===== src/rtl/usb_stream_buffer_pkg.sv =====
// Package: usb_stream_buffer_pkg
// Purpose : shared defaults and helpers for the USB byte stream buffer.
//   USB_BUF_TX_DEPTH / USB_BUF_RX_DEPTH : default FIFO depths per direction
//   USB_BUF_DATA_W                      : byte width carried by both paths
//   usb_byte_t                          : one data byte
//   lvl_width(depth)                    : bits needed for an occupancy count 0..depth
package usb_stream_buffer_pkg;

  localparam int USB_BUF_TX_DEPTH = 16;
  localparam int USB_BUF_RX_DEPTH = 16;
  localparam int USB_BUF_DATA_W   = 8;

  typedef logic [USB_BUF_DATA_W-1:0] usb_byte_t;

  // Occupancy must represent the full state (level == depth), hence one extra bit.
  function automatic int lvl_width(input int depth);
    return $clog2(depth) + 1;
  endfunction

endpackage


===== src/rtl/usb_stream_buffer_stream_fifo.sv =====
// Module : stream_fifo
// Purpose: first-word-fall-through valid/ready FIFO with registered write-side
//          ready, explicit occupancy counter and a synchronous flush.
// Ports:
//   clk_i      in   clock, rising edge
//   rstn_i     in   asynchronous active-low reset
//   flush      in   clears pointers and level on the next edge (wins over push/pop)
//   wr_data    in   WIDTH  write-side byte
//   wr_valid   in   write-side valid
//   wr_ready   out  registered; high when the FIFO can take a byte this cycle
//   rd_data    out  WIDTH  head entry, zero while empty
//   rd_valid   out  high while the FIFO holds at least one entry
//   rd_ready   in   read-side consumer accepts the head entry
//   level      out  occupancy 0..DEPTH
module stream_fifo
  import usb_stream_buffer_pkg::*;
#(
  parameter int DEPTH = 16,
  parameter int WIDTH = 8
) (
  input  logic                   clk_i,
  input  logic                   rstn_i,
  input  logic                   flush,
  input  logic [WIDTH-1:0]       wr_data,
  input  logic                   wr_valid,
  output logic                   wr_ready,
  output logic [WIDTH-1:0]       rd_data,
  output logic                   rd_valid,
  input  logic                   rd_ready,
  output logic [$clog2(DEPTH):0] level
);

  localparam int PTR_W = $clog2(DEPTH);
  localparam int LVL_W = lvl_width(DEPTH);

  logic [WIDTH-1:0] mem [DEPTH];

  logic [PTR_W-1:0] wr_ptr_reg, wr_ptr_next;
  logic [PTR_W-1:0] rd_ptr_reg, rd_ptr_next;
  logic [LVL_W-1:0] level_reg, level_next;
  logic             ready_reg;
  logic             push, pop;

  assign push = wr_valid && ready_reg;
  assign pop  = rd_valid && rd_ready;

  always_comb begin
    wr_ptr_next = wr_ptr_reg;
    rd_ptr_next = rd_ptr_reg;
    level_next  = level_reg;
    if (flush) begin
      wr_ptr_next = '0;
      rd_ptr_next = '0;
      level_next  = '0;
    end else begin
      // Pointers wrap naturally because DEPTH is a power of two.
      if (push) wr_ptr_next = wr_ptr_reg + PTR_W'(1);
      if (pop)  rd_ptr_next = rd_ptr_reg + PTR_W'(1);
      if (push && !pop)      level_next = level_reg + LVL_W'(1);
      else if (pop && !push) level_next = level_reg - LVL_W'(1);
    end
  end

  always_ff @(posedge clk_i or negedge rstn_i) begin
    if (!rstn_i) begin
      wr_ptr_reg <= '0;
      rd_ptr_reg <= '0;
      level_reg  <= '0;
      ready_reg  <= 1'b0;
    end else begin
      wr_ptr_reg <= wr_ptr_next;
      rd_ptr_reg <= rd_ptr_next;
      level_reg  <= level_next;
      // Registered from the next level: a pop while full only frees the slot
      // for the following cycle, so no push can ever target a full array.
      ready_reg  <= (level_next < LVL_W'(DEPTH));
    end
  end

  // Storage has no reset so it maps onto distributed/block RAM; stale contents
  // are never visible because the read data is masked while empty.
  always_ff @(posedge clk_i) begin
    if (push && !flush) mem[wr_ptr_reg] <= wr_data;
  end

  assign wr_ready = ready_reg;
  assign rd_valid = (level_reg != '0);
  assign rd_data  = rd_valid ? mem[rd_ptr_reg] : '0;
  assign level    = level_reg;

endmodule


===== src/rtl/usb_stream_buffer.sv =====
// Module : usb_stream_buffer
// Purpose: bidirectional byte buffer between the CPU USB FIFO interface and the
//          USB_CDC core. TX carries CPU bytes toward the host, RX carries host
//          bytes toward the CPU; the two paths are fully independent.
// Ports:
//   clk_i, rstn_i                      clock (rising edge), async active-low reset
//   cpu_tx_data_i/valid_i/ready_o      CPU -> TX buffer
//   usb_in_data_o/valid_o/ready_i      TX buffer -> USB_CDC (toward host)
//   usb_out_data_i/valid_i/ready_o     USB_CDC (from host) -> RX buffer
//   cpu_rx_data_o/valid_o/ready_i      RX buffer -> CPU
//   tx_flush_i, rx_flush_i             synchronous clear of one path
//   tx_level_o, rx_level_o             occupancy of each path for the I/O map
module usb_stream_buffer
  import usb_stream_buffer_pkg::*;
#(
  parameter int TX_DEPTH = USB_BUF_TX_DEPTH,
  parameter int RX_DEPTH = USB_BUF_RX_DEPTH
) (
  input  logic                      clk_i,
  input  logic                      rstn_i,
  input  logic [7:0]                cpu_tx_data_i,
  input  logic                      cpu_tx_valid_i,
  output logic                      cpu_tx_ready_o,
  output logic [7:0]                usb_in_data_o,
  output logic                      usb_in_valid_o,
  input  logic                      usb_in_ready_i,
  input  logic [7:0]                usb_out_data_i,
  input  logic                      usb_out_valid_i,
  output logic                      usb_out_ready_o,
  output logic [7:0]                cpu_rx_data_o,
  output logic                      cpu_rx_valid_o,
  input  logic                      cpu_rx_ready_i,
  input  logic                      tx_flush_i,
  input  logic                      rx_flush_i,
  output logic [$clog2(TX_DEPTH):0] tx_level_o,
  output logic [$clog2(RX_DEPTH):0] rx_level_o
);

  stream_fifo #(.DEPTH(TX_DEPTH), .WIDTH(USB_BUF_DATA_W)) u_tx_fifo (
    .clk_i    (clk_i),
    .rstn_i   (rstn_i),
    .flush    (tx_flush_i),
    .wr_data  (cpu_tx_data_i),
    .wr_valid (cpu_tx_valid_i),
    .wr_ready (cpu_tx_ready_o),
    .rd_data  (usb_in_data_o),
    .rd_valid (usb_in_valid_o),
    .rd_ready (usb_in_ready_i),
    .level    (tx_level_o)
  );

  stream_fifo #(.DEPTH(RX_DEPTH), .WIDTH(USB_BUF_DATA_W)) u_rx_fifo (
    .clk_i    (clk_i),
    .rstn_i   (rstn_i),
    .flush    (rx_flush_i),
    .wr_data  (usb_out_data_i),
    .wr_valid (usb_out_valid_i),
    .wr_ready (usb_out_ready_o),
    .rd_data  (cpu_rx_data_o),
    .rd_valid (cpu_rx_valid_o),
    .rd_ready (cpu_rx_ready_i),
    .level    (rx_level_o)
  );

endmodule


===== config.mk =====
export PLATFORM = sky130hd
export DESIGN_NAME = usb_stream_buffer
export DESIGN_NICKNAME = d
export VERILOG_FILES = /design/src/rtl/usb_stream_buffer_pkg.sv /design/src/rtl/usb_stream_buffer_stream_fifo.sv /design/src/rtl/usb_stream_buffer.sv
export SDC_FILE = /design/constraint.sdc
export NUM_CORES = 1
export LEC_CHECK = 0
export BUFFER_PORTS_ARGS = -buffer_cell sky130_fd_sc_hd__buf_2
export CAP_MARGIN = 10
export CORE_MARGIN = 2
export CORE_UTILIZATION = 44
export DETAILED_ROUTE_END_ITERATION = 8
export MAX_ROUTING_LAYER = met4
export PLACE_DENSITY = 0.71
export SLEW_MARGIN = 30
export SYNTH_ARGS = -nofsm -noshare
export SYNTH_HDL_FRONTEND = slang
export SYNTH_SLANG_ARGS = --single-unit

===== constraint.sdc =====
create_clock -name clk_i -period 4 [get_ports clk_i]
set_input_delay 0.2 -clock clk_i [delete_from_list [all_inputs] [get_ports clk_i]]
set_output_delay 0.2 -clock clk_i [all_outputs]
set_load 0.03 [all_outputs]

Word-level counts from Yosys, hierarchy flattened
Memories as Yosys holds them, arrays and structs flattened.
Cells that the tools add are included.

cells by class
  add/sub/neg operators = 8
  multiply operators = 0
  divide/modulo/power cells = 0
  $lt $le $gt $ge = 2
  equality and inequality tests = 0
  shift operators = 0
  mux-type cells = 20
  bitwise operators = 0
  reduce and logical (&&, ||, !) cells = 22

operators with widths
  operator               count
  $mux W4                8
  $mux W5                6
  $add A4 B1 Y4 const B  4
  $mux W8                2
  $add A5 B1 Y5 const B  2
  $logic_and A1 B1 Y1    10
  $lt A5 B5 Y1 const B   2
  $reduce_bool A5 Y1     2
  $sub A5 B1 Y5 const B  2
  $reduce_bool A2 Y1     4
  $logic_not A1 Y1       6
  $mux W1                4

word-level totals
  flip-flop bits (word level) = 28
  latch bits = 0
  bits in writable memories = 256
  ROM bits = 0
  input port bits = 24
  word-level logic and storage cells = 62
  memories = 2

memory list
  name           words  bits a word  read ports  clocked after memory_dff  write ports  RTL line                             source
  u_rx_fifo.mem  16     8            1           0                         1            usb_stream_buffer_stream_fifo.sv:36  logic [WIDTH-1:0] mem [DEPTH];
  u_tx_fifo.mem  16     8            1           0                         1            usb_stream_buffer_stream_fifo.sv:36

Longest topological paths before layout
Gate-level depths: netlist (run 1).

  word-level depth = 7
  gate-level depth with buffers = 7

Modules after synthesis
A second synthesis (run 1) with hierarchy kept.

second synthesis, totals
  cell total of the unflattened synthesis = 624
  area, all modules = 11651.2 um2

by module, submodules not included
  module       times used  cells each  area an instance (um2)
  stream_fifo  2           312         5825.6

Least setup slack after synthesis (run 1)
OpenSTA, ideal clock, no wires.

  path type = register to output
  start point = register u_rx_fifo.level_reg[0] (netlist: u_rx_fifo.level[0])
  end point = output port cpu_rx_data_o[5]
  data arrival time = 2238 ps
  data required time = 3800 ps
  setup slack = 1562 ps
  cell stages (with the launch flop) = 8
  path buffers = 1
  path through = dfrtp_1 > inv_1 > ha_1 > or4b_4 > buf_6 > nor3b_1 > a22oi_1 > o21ai_0

on the way
  word-level cells in the longest chain between the ends = 2

ends and longest elaborated chain
  element                 RTL line                             source
  start, declared         usb_stream_buffer_stream_fifo.sv:40  logic [LVL_W-1:0] level_reg, level_next;
  start signal, assigned  usb_stream_buffer_stream_fifo.sv:73  level_reg <= level_next;
  $reduce_bool A5 Y1      usb_stream_buffer_stream_fifo.sv:87  assign rd_valid = (level_reg != '0);
  net cpu_rx_valid_o      usb_stream_buffer.sv:31              output logic cpu_rx_valid_o,
  $mux W8                 usb_stream_buffer_stream_fifo.sv:88  assign rd_data = rd_valid ? mem[rd_ptr_reg] : '0;
  end, declared           usb_stream_buffer.sv:30              output logic [7:0] cpu_rx_data_o,

The timed path passes the listed nets, and every way through them passes these cells.

Worst setup path after layout (run 1)
  start point = register u_tx_fifo.rd_ptr_reg[0]
  end point = output port usb_in_data_o[4]

on the way
  word-level cells in the longest chain between the ends = 2

ends and longest elaborated chain
  element                 RTL line                             source
  start, declared         usb_stream_buffer_stream_fifo.sv:39  logic [PTR_W-1:0] rd_ptr_reg, rd_ptr_next;
  start signal, assigned  usb_stream_buffer_stream_fifo.sv:72  rd_ptr_reg <= rd_ptr_next;
  $mem_v2 Z16 W8          -
  $mux W8                 usb_stream_buffer_stream_fifo.sv:88
  end, declared           usb_stream_buffer.sv:24              output logic [7:0] usb_in_data_o,

No other way between the ends.

==> flow_summary.toml, run 1 <==
[global_routing]
grt_max_degree = 36
grtUsageMet1_pct = 21.7
track_usage_pct = 16.5
gr-usage-met2_pct = 26.7
grt_use_met3_pct = 2.96
busiest_layer = "met2"
overflow = 0
antenna_found_initial = 1
grt_pass1_vias = 6078
grt_pass1_wl_um = 34200

[logic_synthesis]
synth_top_cells_by_area = "edfxtp_1 67%, mux4_2 12%, dfrtp_1 6.1%"
synth-seq-cells = 284
synthTopCellsByCount = "256 x edfxtp_1, 63 x mux4_2, 40 x nor2_1, 28 x dfrtp_1"
post-synth-top-area-cell = "edfxtp_1"
yosys.cell_types.count = 48
synth-async-reset-ratio_pct = 9.86
syn_nets = 655
synth_cells = 617
synth_ff_type = "edfxtp_1"
synth_seq_area_share_pct = 72.6
synth_edf_count = 256
ys_warn_count = 0
yosysMostFrequentCell = "edfxtp_1"
synth_top_area_share_pct = 66.5
syn-cell-area_um2 = 11600
syn_avg_cell_area_um2 = 18.7

[clocking]
postCtsResizedCells = 0
cts_hold_buf = 2
cts.sinks = 284
ctsHtreeMaxLevel = 1
post_cts_buffers = 0
cts-root-buf = "clkbuf_16"
numCtsBuffers = 29
path_clk_slew_ns = 0.06
clk_path_buf_depth = 3
clkLatencyLatePin_ns = 0.53
cts_tree = "built"

[pwr]
switching_share_pct = 29.3
ir_worst_vdd_uv = 499
power_mw = 7.80
pwr-share-seq_pct = 44.3
p_comb_share_pct = 22.9
power_density_nw_per_um2 = 595
switching_power_mw = 2.28
power_leakage_nw = 4.32
clkPwrFrac_pct = 32.8
p_int_mw = 5.51

[floorplan]
die_h_um = 166
ios = 54
rows = 59
coreArea_um2 = 25900
die-area_um2 = 27600
initial_core_util_pct = 44.6
dieWidth_um = 166

[timing]
maxSlewViolCount = 0
worst_slew_pin_slew_ns = 0.988
rsz0062_at_grt = "no"
setup_violations = 0
slew_headroom_pct = 33.9
post-route-period-util_pct = 74.9
finalHoldViolations = 0
min_period_ns = 2.99
fin_setup_tns_ns = 0
finClkSkew_ns = 0.0107
fmax_ghz = 0.334

[place]
place.gp.congestion = 0.788
port_buffers = 53
dpl.hpwl_um = 14200

[detailed_routing]
wl_um = 22000
wl_per_cell_um = 21.2
drtIter0Drc = 423
vias = 5834
first_pass_iters = 5
remaining_drc_errors = 0
viasPerCell = 5.61
ant_nets = 0

[finish]
fillers = 2047
syn2layout_area_growth_pct = 13.3
multi_input_area_um2 = 2990
nets = 720
final_layout_size_suffix_gt1_share_pct = 25.7
regArea_um2 = 8390
top_regs = "u_rx_fifo.mem x128, u_tx_fifo.mem x128"

[worst_setup_path]
worst-path-max-fanout = 22
cp-start-kind = "flip-flop"
cp_data_arrival_time_ns = 2.79
critical_path.endpoint_type = "output pin"
required_ns = 3.80
critPathKind = "reg2out"

[status]
status = "completed"

[hold_path]
holdCritPathClass = "in2reg"

[flow_run]
drv_cap = 0
==> layer usage <==
| layer | vias up | share of wire, % |
|---|---|---|
| met1 | 3027 | 43 |
| met5 | - | 0 |
| met2 | 169 | 49 |
| li1 | 2598 | - |
| met3 | 40 | 5.8 |
| met4 | 0 | 2.1 |
==> layout by cell type, fill, tap and decap left out, types with 3 or more instances in the layout <==
cell type   count
nand4_1         3
ha_1           14
o21ai_1         7
clkinv_2        6
or3_1           3
nand2_1        19
nor2_1         39
buf_2          53
buf_4           8
edfxtp_1      256
xnor2_1         8
clkinvlp_4      3
nand3_1        13
and2_1         14
mux4_2         63
o21ai_0         8
nand2b_1        4
clkinv_1        5
and3_1          6
nor2b_1         6
nor3_1          6
clkbuf_1        5
xor2_1          8
inv_1          11
mux2i_1        19
dfrtp_1        27
a21oi_1         8
clkbuf_16      29
a22oi_1        15
==> critical path, cell delays in order (launching register included) <==
cell     delay, ns
dfrtp_2       0.82
buf_4         0.39
mux4_2        0.54
mux2i_1       0.23
o21ai_1       0.08
buf_2         0.19
==> cells by family (layout without fill, tap and decap cells) <==
group	after synthesis	after routing	synth area share [%]
AOI/OAI and AO/OA	51	51	3.06
xor gates and xnor gates	16	16	1.21
adders and majority gates	14	14	1.52
buffers and inverters	40	127	1.58
DFF	284	284	72.6
muxes	86	86	14.3
other	0	1	0
and+or+nand+nor	126	126	5.71
==> power by group through the flow <==
stage | Clock, mW | Combinational (mW) | Sequential (mW)
global placement | 0 | 1.76 | 3.51
global route | 2.72 | 1.92 | 3.47
finish | 2.56 | 1.79 | 3.45
floorplan | 0 | 1.40 | 3.48
CTS | 2.60 | 1.80 | 3.46
detailed placement | 0 | 1.79 | 3.52
==> worst paths after layout <==
kind,start,end,slack (ns),cells after the start
max,u_tx_fifo.rd_ptr_reg[0],usb_in_data_o[4],1.01,5
min,cpu_rx_ready_i,u_rx_fifo.rd_ptr_reg[1],0.02,3
min reg2reg,u_tx_fifo.wr_ptr_reg[1],u_tx_fifo.wr_ptr_reg[1],0.60,2
min in group asynchronous,rstn_i,u_rx_fifo.wr_ready,0.31,2
max in group asynchronous,rstn_i,u_tx_fifo.rd_ptr_reg[0],3.16,2
max reg2reg,u_rx_fifo.wr_ready,u_rx_fifo.mem[10][1],1.74,3
==> layout make-up <==
class,count,share of cell area [%]
Inverter,11,0.315
Antenna cell,1,0.0191
Timing Repair Buffer,63,2.64
Clock inverter,19,1.24
Clock buffer,34,5.68
Sequential cell,284,64.0
Multi-Input combinational cell,293,22.9
Tap cell,335,3.20
==> per-stage QoR <==
| step | util [%] | cells | setup WS, ns | area, um2 | hold WS, ns |
|---|---|---|---|---|---|
| after CTS | 50.5 | 1039 | 0.735 | 13100 | 0.00104 |
| after detailed placement | 46.9 | 984 | 1.33 | 12200 | 0.294 |
| final | 50.6 | 1040 | 1.01 | 13100 | 0.0241 |
| after floorplan | - | 617 | 1.56 | 11600 | -0.0956 |
| after global placement | 46.9 | 984 | 1.45 | 12200 | 0.281 |
| after global routing | 50.6 | 1040 | 0.787 | 13100 | 0.0399 |
(Power assumes the default switching activity.)
==> run 2: changes to the inputs <==
--- a/config.mk
+++ b/config.mk
@@ -5,6 +5,7 @@
 export SDC_FILE = /design/constraint.sdc
 export NUM_CORES = 1
 export LEC_CHECK = 0
+export ABC_AREA = 1
 export BUFFER_PORTS_ARGS = -buffer_cell sky130_fd_sc_hd__buf_2
 export CAP_MARGIN = 10
 export CORE_MARGIN = 2
==> constraint.sdc (replaced) <==
create_clock -name clk_i -period 3.05 [get_ports clk_i]
set_input_delay 0.1525 -clock clk_i [delete_from_list [all_inputs] [get_ports clk_i]]
set_output_delay 0.1525 -clock clk_i [all_outputs]
set_load 0.03 [all_outputs]
==> flow_summary.toml, run 2 <==
[worst_setup_path]
critPathKind = "reg2out"
critical_path.endpoint_type = "output pin"
r2r-start = "u_tx_fifo.wr_ready"
worst-path-max-fanout = 20
cp-start-kind = "flip-flop"
required_ns = 2.90
crit_start = "u_rx_fifo.rd_ptr_reg[1]"
cp_data_arrival_time_ns = 2.70

[logic_synthesis]
ys_warn_count = 0
syn_avg_cell_area_um2 = 10.8
synth_top_area_share_pct = 62.1
post-synth-top-area-cell = "edfxtp_1"
synth-simple-area-share_pct = 20.6
synth_edf_count = 256
synthAdderAreaFrac_pct = 1.41
synth_top_cells_by_area = "edfxtp_1 62%, nand2_1 12%, dfrtp_1 5.7%"
synth-async-reset-ratio_pct = 9.86
synth_compound_area_share_pct = 5.02
syn-cell-area_um2 = 12400
synth_ff_type = "edfxtp_1"
synthTopCellsByCount = "399 x nand2_1, 256 x edfxtp_1, 106 x nand3_1, 86 x a21oi_1, 56 x nor2_1"
synth-xor-area-share_pct = 0.0707
yosysMostFrequentCell = "nand2_1"
synth-seq-cells = 284
synthMuxAreaShare_pct = 0
synth_top_family_by_area = "simple AND/OR/NAND/NOR gates"
synth_seq_area_share_pct = 67.7
synth_cells = 1144
syn_nets = 1182
yosys.cell_types.count = 25

[floorplan]
coreArea_um2 = 27800
rows = 61
die_h_um = 172
die-area_um2 = 29500
initial_core_util_pct = 44.6
dieWidth_um = 172
ios = 54

[timing]
slew_headroom_pct = 39.5
fmax_ghz = 0.351
maxSlewViolCount = 0
worst_slew_pin_slew_ns = 0.904
fin_setup_tns_ns = 0
rsz0062_at_grt = "no"
post-route-period-util_pct = 93.5
finalWorstSetupSlack_ns = 0.199
finClkSkew_ns = 0.0172
min_period_ns = 2.85
finalHoldViolations = 0
setup_violations = 0

[pwr]
pwr-share-seq_pct = 45.3
p_int_mw = 6.75
switching_share_pct = 31.4
power_leakage_nw = 5.44
clkPwrFrac_pct = 32.4
switching_power_mw = 3.08
p_comb_share_pct = 22.3
ir_worst_vdd_uv = 492
power_density_nw_per_um2 = 713

[hold_path]
hold_start = "usb_out_data_i[6]"
holdCritPathClass = "in2reg"

[clocking]
path_clk_slew_ns = 0.06
cts.sinks = 284
postCtsResizedCells = 0
cts_tree = "built"
cts-root-buf = "clkbuf_16"
clk_path_buf_depth = 3
ctsHtreeMaxLevel = 1
numCtsBuffers = 29
clkLatencyLatePin_ns = 0.54

[global_routing]
grt_max_degree = 75
grt_pass1_wl_um = 43300
grt_pass1_vias = 8098
grt_use_met3_pct = 2.72
busiest_layer = "met2"
grtUsageMet1_pct = 26.9
overflow = 0
gr-usage-met2_pct = 30.9
track_usage_pct = 19.6
antenna_found_initial = 0

[place]
place_worst_setup_slack_ns = 0.765
dpl.cell_count = 1548
place.gp.congestion = 0.864
dpl.hpwl_um = 17900
port_buffers = 53

[finish]
final_common_cell = "nand2_1"
nets = 1241
final_cells = 1601
layout_common_cells = "399 x nand2_1, 256 x edfxtp_1, 106 x nand3_1, 86 x a21oi_1, 56 x nor2_1"
fillers = 2471
top_regs = "u_rx_fifo.mem x128, u_tx_fifo.mem x128"
final_layout_size_suffix_gt1_share_pct = 11.3
num_antenna_cells = 0
syn2layout_area_growth_pct = 11.3

[detailed_routing]
drtIter0Drc = 848
wl_per_cell_um = 17.5
vias = 8482
ant_nets = 0
first_pass_iters = 5
wl_um = 28000
remaining_drc_errors = 0
viasPerCell = 5.30

[status]
status = "completed"

[flow_run]
drv_cap = 0
run 2: layer usage:
| layer | part of all wire [%] | vias to the layer above | wire, um |
|---|---|---|---|
| li1 | - | 4042 | - |
| met1 | 44 | 4068 | 12200 |
| met2 | 47 | 319 | 13200 |
| met3 | 7.1 | 53 | 1980 |
| met4 | 2.3 | 0 | 650 |
| met5 | 0 | - | 0 |
run 2: area by class of cell:
cell class	instances	area, um2	share of cell area (%)
clock buffers	42	805	5.83
clock inverters	9	45.0	0.327
inverters	62	233	1.69
multi-input cells	747	3370	24.4
flip-flops and latches	284	8390	60.8
well taps	378	473	3.43
repair buffers	79	478	3.47
run 2: timing repair:
| action | CTS | global route |
|---|---|---|
| buffers inserted | 0 | 0 |
| endpoints found under the hold margin | 29 | 0 |
| hold buffers | 2 | 0 |
run 2: worst paths after layout:
path,to,slack [ns],depth (start not counted)
worst max-delay path,cpu_rx_data_o[1],0.20,7
worst min-delay path,u_rx_fifo.mem[2][6],0.02,1
worst max register to register,u_tx_fifo.mem[4][5],0.99,4
worst min register to register,u_tx_fifo.wr_ptr_reg[0],0.57,1
max in group asynchronous,u_tx_fifo.rd_ptr_reg[0],2.37,2
min in group asynchronous,u_rx_fifo.level[4],0.19,2
run 2: metrics by stage:
| stage | cell area (um2) | power, mW | hold WS, ns | utilization [%] |
|---|---|---|---|---|
| after floorplan | 12400 | 6.17 | -0.143 | - |
| after global placement | 12900 | 6.69 | 0.234 | 46.5 |
| after detailed placement | 12900 | 6.72 | 0.249 | 46.5 |
| after CTS | 13800 | 9.88 | 0.0129 | 49.6 |
| after global routing | 13800 | 10.3 | 0.0325 | 49.6 |
| final | 13800 | 9.83 | 0.0210 | 49.6 |
run 2: worst max-delay path, cell delays in order, from the launching register on:
cell and delay [ns]:
dfrtp_1 0.92, inv_2 0.37, nand3_1 0.18, nand3_1 0.14
nand3_1 0.11, nand2_1 0.05, nor2_1 0.15, buf_2 0.23
run 2: cell families after synthesis:
kind of cell	after synthesis
DFF	284
xor gates and xnor gates	1
buffers and inverters	113
AOI/OAI and AO/OA	124
adders and majority gates	14
and+or+nand+nor	608
run 2: power groups by stage:
stage	Sequential [mW]	Combinational, mW	Clock, mW
finish	4.46	2.19	3.19
global route	4.47	2.43	3.38
CTS	4.46	2.20	3.23
detailed placement	4.54	2.19	0
global placement	4.53	2.15	0
floorplan	4.55	1.62	0
